===== config.mk =====
export PLATFORM = sky130hd
export DESIGN_NAME = bar_renderer
export DESIGN_NICKNAME = d
export VERILOG_FILES = /design/src/rtl/lcd_pkg.sv /design/src/rtl/bar_renderer_peak_tracker.sv /design/src/rtl/bar_renderer.sv
export SDC_FILE = /design/constraint.sdc
export NUM_CORES = 1
export LEC_CHECK = 0
export ABC_AREA = 1
export CAP_MARGIN = 40
export CORE_AREA = 2 2 268 270
export DETAILED_ROUTE_END_ITERATION = 6
export DIE_AREA = 0 0 270 272
export PLACE_DENSITY_LB_ADDON = 0.1
export SYNTH_ARGS = -nofsm -noshare
export SYNTH_HDL_FRONTEND = slang
export SYNTH_SLANG_ARGS = --single-unit

===== constraint.sdc =====
create_clock -name clk -period 12.15 [get_ports clk]
set_clock_uncertainty 0.05 [all_clocks]
set_input_delay 2.43 -clock clk [delete_from_list [all_inputs] [get_ports clk]]
set_output_delay 2.43 -clock clk [all_outputs]
set_load 0.05 [all_outputs]

===== src/rtl/lcd_pkg.sv =====
// Shared constants, palette and helpers for the LCD bar-graph renderer.
// Geometry matches the 240x135 panel driven by lcd114.
package lcd_pkg;

    localparam int LCD_W  = 240;
    localparam int LCD_H  = 135;
    localparam int BAND_H = 16;
    localparam int BAR_X0 = 16;

    typedef logic [15:0] rgb565_t;

    localparam rgb565_t PALETTE [8] = '{
        16'hd81f, 16'h029f, 16'h069f, 16'h07fd,
        16'h3fe0, 16'hff40, 16'hfd20, 16'hf800
    };

    localparam rgb565_t COL_BG    = 16'h2104;
    localparam rgb565_t COL_PEAK  = 16'hffff;
    localparam rgb565_t COL_BLACK = 16'h0000;

    // 8-bit value to 0..223 columns
    function automatic logic [10:0] scale_len(input logic [7:0] v);
        logic [10:0] w_prod;
        w_prod = {3'b000, v} * 11'd7;
        return w_prod >> 3;
    endfunction

endpackage


===== src/rtl/bar_renderer_peak_tracker.sv =====
// Per-channel peak-hold with delayed linear decay, updated once per frame.
// The peak never drops below the current snapshot value.
module peak_tracker #(
    parameter int HOLD_FRAMES = 30,
    parameter int DECAY       = 2
) (
    input  logic       clk,
    input  logic       resetn,
    input  logic       frame_start,
    input  logic [7:0] value,
    output logic [7:0] peak
);

    localparam int HW = (HOLD_FRAMES > 0) ? $clog2(HOLD_FRAMES + 1) : 1;

    logic [HW-1:0] r_hold;
    logic [7:0]    r_peak;
    logic [7:0]    w_dec;
    logic [7:0]    w_floor;

    assign w_dec   = (r_peak > 8'(DECAY)) ? r_peak - 8'(DECAY) : 8'd0;
    assign w_floor = (w_dec > value) ? w_dec : value;

    always_ff @(posedge clk or negedge resetn) begin
        if (!resetn) begin
            r_peak <= 8'd0;
            r_hold <= '0;
        end else if (frame_start) begin
            if (value >= r_peak) begin
                r_peak <= value;
                r_hold <= HW'(HOLD_FRAMES);
            end else if (r_hold != '0) begin
                r_hold <= r_hold - 1'b1;
            end else begin
                r_peak <= w_floor;
            end
        end
    end

    assign peak = r_peak;

endmodule


===== src/rtl/bar_renderer.sv =====
// 8-channel horizontal bar-graph pixel generator for the lcd114 scan.
// Values are snapshotted at frame start; 2-cycle coordinate-to-pixel pipeline.
module bar_renderer
    import lcd_pkg::*;
#(
    parameter int HOLD_FRAMES = 30,
    parameter int DECAY       = 2
) (
    input  logic        clk,
    input  logic        resetn,
    input  logic [63:0] in_vals,
    input  logic [7:0]  row,
    input  logic [7:0]  column,
    output logic [15:0] pixel
);

    logic [7:0]  r_shadow [8];
    logic [7:0]  w_peak   [8];
    logic [7:0]  r_row;
    logic [7:0]  r_col;
    logic [2:0]  r_ch;
    logic [10:0] r_len;
    logic [10:0] r_plen;
    logic        r_fs;
    logic        w_fs;
    logic [2:0]  w_ch;
    logic [10:0] w_len;
    logic [10:0] w_plen;
    logic [10:0] w_col;
    logic [10:0] w_mk0;
    rgb565_t     w_pix;

    assign w_ch = row[6:4];
    assign w_fs = (row == 8'd0) && (column == 8'd0) &&
                  !((r_row == 8'd0) && (r_col == 8'd0));

    for (genvar g = 0; g < 8; g++) begin : g_peak
        peak_tracker #(
            .HOLD_FRAMES(HOLD_FRAMES),
            .DECAY      (DECAY)
        ) u_peak (
            .clk        (clk),
            .resetn     (resetn),
            .frame_start(w_fs),
            .value      (in_vals[8*g +: 8]),
            .peak       (w_peak[g])
        );
    end

    always_ff @(posedge clk or negedge resetn) begin
        if (!resetn) begin
            for (int n = 0; n < 8; n++) r_shadow[n] <= 8'd0;
        end else if (w_fs) begin
            for (int n = 0; n < 8; n++) r_shadow[n] <= in_vals[8*n +: 8];
        end
    end

    always_ff @(posedge clk or negedge resetn) begin
        if (!resetn) begin
            r_row  <= 8'hff;
            r_col  <= 8'hff;
            r_ch   <= 3'd0;
            r_len  <= 11'd0;
            r_plen <= 11'd0;
            r_fs   <= 1'b0;
        end else begin
            r_row  <= row;
            r_col  <= column;
            r_ch   <= w_ch;
            r_len  <= scale_len(r_shadow[w_ch]);
            r_plen <= scale_len(w_peak[w_ch]);
            r_fs   <= w_fs;
        end
    end

    // stage 1 saw the pre-snapshot values on the frame-start cycle
    assign w_len  = r_fs ? scale_len(r_shadow[r_ch]) : r_len;
    assign w_plen = r_fs ? scale_len(w_peak[r_ch]) : r_plen;
    assign w_col  = {3'b000, r_col};
    assign w_mk0  = 11'(BAR_X0) + w_plen;

    always_comb begin
        w_pix = COL_BG;
        if (r_col >= 8'(LCD_W) || r_row >= 8'(LCD_H)) begin
            w_pix = COL_BLACK;
        end else if (r_row[7]) begin
            w_pix = COL_BLACK;
        end else if (r_row[3:0] == 4'(BAND_H - 1)) begin
            w_pix = COL_BLACK;
        end else if (r_col < 8'(BAR_X0)) begin
            w_pix = PALETTE[r_ch];
        end else if (w_col == w_mk0 || w_col == w_mk0 + 11'd1) begin
            w_pix = COL_PEAK;
        end else if (w_col < 11'(BAR_X0) + w_len) begin
            w_pix = PALETTE[r_ch];
        end
    end

    always_ff @(posedge clk or negedge resetn) begin
        if (!resetn) pixel <= 16'h0000;
        else         pixel <= w_pix;
    end

endmodule


# Word-level counts from Yosys, hierarchy flattened
# Memory sizes are Yosys's and may differ from the RTL's.
# Cells that the tools add are included.
[word_totals]
romBits = 128
elab_cells = 210
out_inout_bits = 16
latchBits = 0
n_memories = 1
mem_bits_rw = 0
regBits = 220
[classes]
magnitude_cmp = 30
n_bitwise = 2
n_div = 0
reduce_logical = 42
eq_ne = 11
muxes = 70
add_sub_neg = 19
multipliers = 4
n_shift = 0
[memory_table]
columns = ["memory", "depth", "width", "rd", "rd_clocked_by_memory_dff", "write_ports", "line_no", "rtl"]
rows = [
  ["(name not given)", 8, 16, 1, 0, 0, "bar_renderer.sv:95", "w_pix = PALETTE[r_ch];"],
]
[ops]
columns = ["op", "count"]
rows = [
  ["$mux 8", 42],
  ["$mux 16", 8],
  ["$bmux 8 s3", 4],
  ["$mux 5", 16],
  ["$ge 8x8->1", 8],
  ["$gt 8x2->1 const B", 8],
  ["$gt 8x8->1", 8],
  ["$sub 8x2->8 const B", 8],
  ["$mul 8x3->11 const B", 4],
  ["$reduce_bool 5->1", 8],
  ["$sub 5x1->5 const B", 8],
  ["$logic_not 8->1", 4],
  ["$reduce_and 2->1", 16],
  ["$add 5x8->9 const A", 2],
  ["$ge 8x8->1 const B", 2],
  ["$ne 2x1->1 const B", 8],
  ["$reduce_bool 2->1", 8],
  ["$add 9x1->10 const B", 1],
  ["$eq 8x10->1", 1],
  ["$eq 8x9->1", 1],
  ["$lt 8x9->1", 1],
  ["$ge 4x4->1 const B", 2],
  ["$lt 8x5->1 const B", 1],
  ["$not 3->4", 2],
  ["4 further kinds", 7],
]

# Depth between registers and ports, before layout
[depth]
depth_word = 15
mapped_depth = 31

# Cells and area by module
# From an unflattened synthesis, not the netlist that was laid out.
[hier_totals]
cells_unflattened = 2940
area_unflattened_um2 = 20225.6
[by_module_without_submodules]
columns = ["mod", "cells_per_inst", "area_each_um2", "instances"]
rows = [
  ["bar_renderer", 1299, 9349.0, 1],
  ["peak_tracker at g_peak[0].u_peak ...", 205, 1350.0, 6],
  ["peak_tracker at g_peak[7].u_peak", 206, 1411.4, 1],
  ["peak_tracker at g_peak[6].u_peak", 205, 1365.1, 1],
]

# Worst setup path before layout
# Ideal clock, no wire load.
[synth_path]
path_type = "input port to flip-flop"
startpoint = "input row[4]"
endpoint = "register r_len[6]"
required_time_ps = 11978
cell_stages = 18
t_arrival_ps = 5603
n_path_buf = 3
path_slack_ps = 6375
setup_time_ps = 122
cell_sequence = "clkbuf_1 clkbuf_1 clkbuf_1 nand2_1 a221oi_1 a31oi_1 fa_1 inv_1 ha_1 a21oi_1 o21ai_0 a21oi_1 inv_1 a21oi_1 nor2_1 o21ai_0 nand2_1 xor2_1"
[synth_via]
elab_chain_len = 5
[synth_rtl]
columns = ["element", "line_no", "rtl"]
rows = [
  ["start: declaration", "bar_renderer.sv:12", "input logic [7:0] row,"],
  ["$not 3->4 (not written as such)", "bar_renderer.sv:70", "r_len <= scale_len(r_shadow[w_ch]);"],
  ["$bmux 8 s3", "bar_renderer.sv:70", ""],
  ["$mux 8 (not written as such) (2 in a row)", "bar_renderer.sv:70", ""],
  ["$mul 8x3->11", "lcd_pkg.sv:24", "w_prod = {3'b000, v} * 11'd7;"],
  ["end signal: assignment", "bar_renderer.sv:70", ""],
  ["end: declaration", "bar_renderer.sv:22", "logic [10:0] r_len;"],
]
# Every way passes these cells. The select of a mux whose other input is x is not followed.
# A chain may end at the register's enable or synchronous reset.

# Worst setup path in the final report
[layout_path]
startpoint = "register r_ch[0]"
endpoint = "register pixel[9]"
[layout_via]
elab_chain_len = 15
[layout_rtl]
columns = ["element", "line_no", "rtl"]
rows = [
  ["start: declaration", "bar_renderer.sv:21", "logic [2:0] r_ch;"],
  ["start signal: assignment", "bar_renderer.sv:69", "r_ch <= w_ch;"],
  ["$not 3->4 (not written as such) *", "--", ""],
  ["$bmux 8 s3", "bar_renderer.sv:78", "assign w_plen = r_fs ? scale_len(w_peak[r_ch]) : r_plen;"],
  ["$mux 8 (not written as such) (2 in a row)", "bar_renderer.sv:78", ""],
  ["$mul 8x3->11", "lcd_pkg.sv:24", ""],
  ["$mux 8", "bar_renderer.sv:78", ""],
  ["$add 5x8->9", "bar_renderer.sv:80", "assign w_mk0 = 11'(BAR_X0) + w_plen;"],
  ["$add 9x1->10", "bar_renderer.sv:92", "end else if (w_col == w_mk0 || w_col == w_mk0 + 11'd1) begin"],
  ["$eq 8x10->1", "bar_renderer.sv:92", ""],
  ["$logic_or 1x1->1", "bar_renderer.sv:92", ""],
  ["$mux 16", "bar_renderer.sv:92", ""],
  ["$mux 16 *", "bar_renderer.sv:90", "end else if (r_col < 8'(BAR_X0)) begin"],
  ["$mux 16 *", "bar_renderer.sv:88", "end else if (r_row[3:0] == 4'(BAND_H - 1)) begin"],
  ["$mux 16 *", "bar_renderer.sv:86", "end else if (r_row[7]) begin"],
  ["$mux 16 *", "bar_renderer.sv:84", "if (r_col >= 8'(LCD_W) || r_row >= 8'(LCD_H)) begin"],
  ["via w_pix[9]", "bar_renderer.sv:31", "rgb565_t w_pix;"],
  ["end signal: assignment", "bar_renderer.sv:101", "else pixel <= w_pix;"],
  ["end: declaration", "bar_renderer.sv:14", "output logic [15:0] pixel"],
]
# Mark *: on every way through the listed nets, which the timed path passes. The rest lies on a longest branch. The select of a mux whose other input is x is not followed.

==> results.txt <==
----------------------------------------------------
[Synthesis]
  Synth warn ... 0
  Area leader, netlist ... sky130_fd_sc_hd__dfrtp_1
  Yosys cell types ... 50
  Post-synth top cells ... sky130_fd_sc_hd__nand2_1 (483), sky130_fd_sc_hd__inv_1 (378), sky130_fd_sc_hd__o21ai_0 (313)
  Seq/Total Area, Yosys ... 0.299
  Most used standard cell by instance count after synthesis ... sky130_fd_sc_hd__nand2_1
  Share of the synthesized area in the top cell type ... 0.276
  Synth async-reset ratio ... 1.00
  Netlist Area Pre-Place ... between 15000 and 20000 µm²
  Count of state elements after synthesis ... roughly 220
  Largest cells by area after synthesis ... sky130_fd_sc_hd__dfrtp_1 (28%), sky130_fd_sc_hd__ha_1 (14%), sky130_fd_sc_hd__nand2_1 (10%)
  Most frequently used flop master after synthesis ... sky130_fd_sc_hd__dfrtp_1
  Instance count of the mapped netlist ... 2522
  Number of nets in the synthesized netlist ... 2835
  Per-instance average area after synthesis ... 7.19 µm²
  Number of flops mapped to enable cells by yosys ... 0

[Place]
  Routability cong. ... 0.847
  Final HPWL DP ... 48500 µm
  IO buf count ... 97

[Pwr]
  Switching Share ... 0.348
  Combinational power share ... 0.291
  Switching power of the nets ... 0.846 mW
  Sum of internal, switching and leakage power ... 2.43 mW
  Leak pwr ... 10.3 nW
  Register share of total power ... 0.320
  Clock share of power ... 0.390
  Maximum ir drop on the vdd rail ... 0.0885 mV
  Internal power summed over all cells ... approximately 1.6 mW
  Power per cell area ... approximately 110 nW/µm²

[Critical path]
  Critical setup path kind ... register to register
  Setup slack, reg-to-reg ... 5760 ps
  Critical path origin ... r_ch[0]
  Worst Setup Start Kind ... register
  R2R Path Start ... r_ch[0]
  Capturing point of the worst reg2reg path ... pixel[9]
  Critical path endpoint category ... register
  Data arrival at the endpoint of the critical path ... 6800 ps
  Data required, critical path ... 12560 ps
  Reg2reg path depth ... 27
  Crit-path max FO ... 20

[Min path]
  Worst min-delay path category ... register to register
  Endpoint of the worst hold path ... g_peak[5].u_peak.r_hold[4]
  Origin of the worst min-delay path ... g_peak[5].u_peak.r_hold[4]
  WHS Path Cells ... 2

[Floorplan]
  Die Span Y ... 272 µm
  Die Outline Area ... 73400 µm²
  Core footprint ... 70800 µm²
  Die width ... roughly 270 µm
  I/O Pins ... 98
  Initial Utilization ... 0.256
  # rows ... 98

[Global route]
  Antenna violations before repair ... 0
  Global-route wire length before repair ... 95900 µm
  Vias in the first global route ... 16600
  Overall overflow remaining after global route ... 0
  Maximum number of pins on one net before global-route repair ... 95
  Global Route Usage Sum ... 0.165

[Routing]
  Antenna-violating nets left ... 0
  Wire length per cell after detailed routing ... ~17 µm
  Residual DRC count ... 0
  Starting DRT DRC Count ... between 1000 and 1500
  Drt via density ... between 4 and 5
  Via total after detailed routing ... roughly 17000
  Number of detailed-route iterations in the first pass ... 5
  Routed Wire Length ... 61400 µm

[STA]
  Final hold violations ... 0
  Final worst path period need ... 6390 ps
  RSZ-0062 raised after global routing ... false
  Worst Max-Slew Pin Slew ... 846 ps
  Max Clk Rate ... 156 MHz
  Final clock period utilization by the worst path ... 0.526
  Setup Total Neg Slack ... 0 ps
  Max-slew headroom at the worst pin ... 0.436
  # setup viols final ... 0
  Max Transition Viols Final ... 0

[Final layout]
  Nets ... 2909
  Layout fillers ... ~7700
  ANT cells ... 0
  Area growth from synthesis to layout ... 17.1%
  Share of layout cells above drive strength 1 ... 0.0565

[Clock network]
  Clock Sink Count ... 216
  Clock insertion delay at the later pin of the skew report ... between 500 and 600 ps
  # hold bufs at CTS ... 0
  Clk pin slew, worst setup/hold paths ... 60 ps
  Cell at the root of the clock tree ... sky130_fd_sc_hd__clkbuf_16
  Bufs on Longest Clock Path ... 3
  # H-tree levels ... 2
  CTS tree ... built
  Buffers inserted during post-CTS setup optimization ... 0
  Number of cells upsized or downsized after cts ... 0
  CTS buffer count ... 34

[Run status]
  Result of the run ... finished, final reports clean

[Job]
  Max_cap viols ... 0

----------------------------------------------------
[cell type report]
cell class,count,area [µm²],area share
Sequential cell,216,5430,0.256
Tap cell,950,1190,0.0560
Clock buffer,44,938,0.0442
Inverter,388,1460,0.0686
Clock inverter,15,131,0.00619
Timing Repair Buffer,115,1180,0.0555
Multi-Input combinational cell,1841,10900,0.514
[per-layer routing]
layer  global-route usage  part of all wire  up-vias  routed length, µm
met5                    0                 0        -                  0
met4               0.0512             0.030        0               1830
met3               0.0250             0.045       93               2750
met2                0.270              0.45      356              27900
met1                0.224              0.47     8083              29000
li1                     -                 -     8562                  -
[per-stage QoR]
| step | setup WS [ps] | hold WS (ps) | util | instances | instance area (µm²) |
|---|---|---|---|---|---|
| finish | 5760 | 430 | 0.300 | 3569 | 21200 |
| global placement | 5450 | 421 | 0.283 | 3504 | 20000 |
| CTS | 5820 | 437 | 0.300 | 3569 | 21200 |
| floorplan | 6370 | 401 | - | 2522 | 18100 |
| global route | 5190 | 480 | 0.300 | 3569 | 21200 |
| detailed placement | 5500 | 423 | 0.285 | 3510 | 20200 |
[worst max path at each step]
stage	endpoint	slack [ps]	cells past startpoint
6_report	pixel[9]	5760	27
5_1_grt	pixel[5]	5190	28
4_1_cts	pixel[10]	5820	28
3_5_place_dp	r_len[6]	5500	21
3_3_place_gp	r_len[6]	5450	21
2_1_floorplan	r_len[6]	6370	18
[layout by cell type (no fill, tap or decap), types with 4 or more instances in the layout]
cell / instances
sky130_fd_sc_hd__o31ai_1: 5
sky130_fd_sc_hd__o211ai_1: 23
sky130_fd_sc_hd__o22ai_1: 36
sky130_fd_sc_hd__a211oi_1: 7
sky130_fd_sc_hd__o21ai_0: 313
sky130_fd_sc_hd__ha_1: 199
sky130_fd_sc_hd__clkbuf_8: 5
sky130_fd_sc_hd__fa_1: 32
sky130_fd_sc_hd__dfrtp_1: 200
sky130_fd_sc_hd__a31oi_1: 15
sky130_fd_sc_hd__clkbuf_1: 5
sky130_fd_sc_hd__nand4_1: 37
sky130_fd_sc_hd__o21a_1: 5
sky130_fd_sc_hd__inv_2: 7
sky130_fd_sc_hd__nor4_1: 5
sky130_fd_sc_hd__nand2_1: 483
sky130_fd_sc_hd__xor2_1: 17
sky130_fd_sc_hd__inv_1: 377
sky130_fd_sc_hd__a21oi_1: 249
sky130_fd_sc_hd__clkinv_2: 7
sky130_fd_sc_hd__nor2_1: 178
sky130_fd_sc_hd__clkinv_1: 4
sky130_fd_sc_hd__xnor2_1: 5
sky130_fd_sc_hd__or2_2: 22
sky130_fd_sc_hd__o221ai_1: 14
sky130_fd_sc_hd__nand3_1: 132
sky130_fd_sc_hd__clkbuf_16: 34
sky130_fd_sc_hd__nand2_2: 13
sky130_fd_sc_hd__nor3_1: 13
sky130_fd_sc_hd__buf_4: 12
sky130_fd_sc_hd__dfstp_2: 16
sky130_fd_sc_hd__nand3_2: 4
sky130_fd_sc_hd__clkdlybuf4s50_1: 95
sky130_fd_sc_hd__nand3b_1: 8
[worst max-delay path: stages, from the launching register on]
cell and delay [ps]:
sky130_fd_sc_hd__dfrtp_1 350, sky130_fd_sc_hd__buf_4 210, sky130_fd_sc_hd__nand2_1 560, sky130_fd_sc_hd__clkinv_1 800, sky130_fd_sc_hd__nand2_1 210, sky130_fd_sc_hd__o211ai_1 110, sky130_fd_sc_hd__nand2_1 100, sky130_fd_sc_hd__nand3_1 280
sky130_fd_sc_hd__fa_1 650, sky130_fd_sc_hd__inv_1 60, sky130_fd_sc_hd__fa_1 450, sky130_fd_sc_hd__nand3b_1 190, sky130_fd_sc_hd__a21oi_1 200, sky130_fd_sc_hd__nor2_1 60, sky130_fd_sc_hd__inv_1 50, sky130_fd_sc_hd__a21oi_1 60
sky130_fd_sc_hd__xor2_1 140, sky130_fd_sc_hd__o21ai_0 240, sky130_fd_sc_hd__ha_1 230, sky130_fd_sc_hd__xnor2_1 120, sky130_fd_sc_hd__ha_1 260, sky130_fd_sc_hd__a21oi_1 110, sky130_fd_sc_hd__a21boi_0 90, sky130_fd_sc_hd__o21ai_0 140
sky130_fd_sc_hd__inv_1 100, sky130_fd_sc_hd__nand2_2 150, sky130_fd_sc_hd__o211ai_1 130, sky130_fd_sc_hd__a21oi_2 160
[power by group through the flow]
stage	clock network (mW)	registers (mW)	logic, mW
after global placement	0	0.790	0.699
after global routing	1.02	0.780	0.806
final	0.947	0.777	0.707
after detailed placement	0	0.789	0.711
after CTS	0.985	0.777	0.714
after floorplan	0	0.814	0.472
[cells by family after synthesis]
logic type,Yosys count,share of synthesized area
xor+xnor,22,0.0106
compound gates,684,0.204
buf+inv,465,0.0992
fa+ha+maj,231,0.173
simple gates,904,0.214
flops,216,0.299
[sequential cells by signal, indices dropped and copies added (netlist names)]
signal,flops
g_peak.u_peak.peak,64
g_peak.u_peak.r_hold,40
pixel,12
r_ch,3
r_col,8
r_fs,1
r_len,8
r_plen,8
r_row,8
r_shadow,64
(Power assumes the default switching activity.)
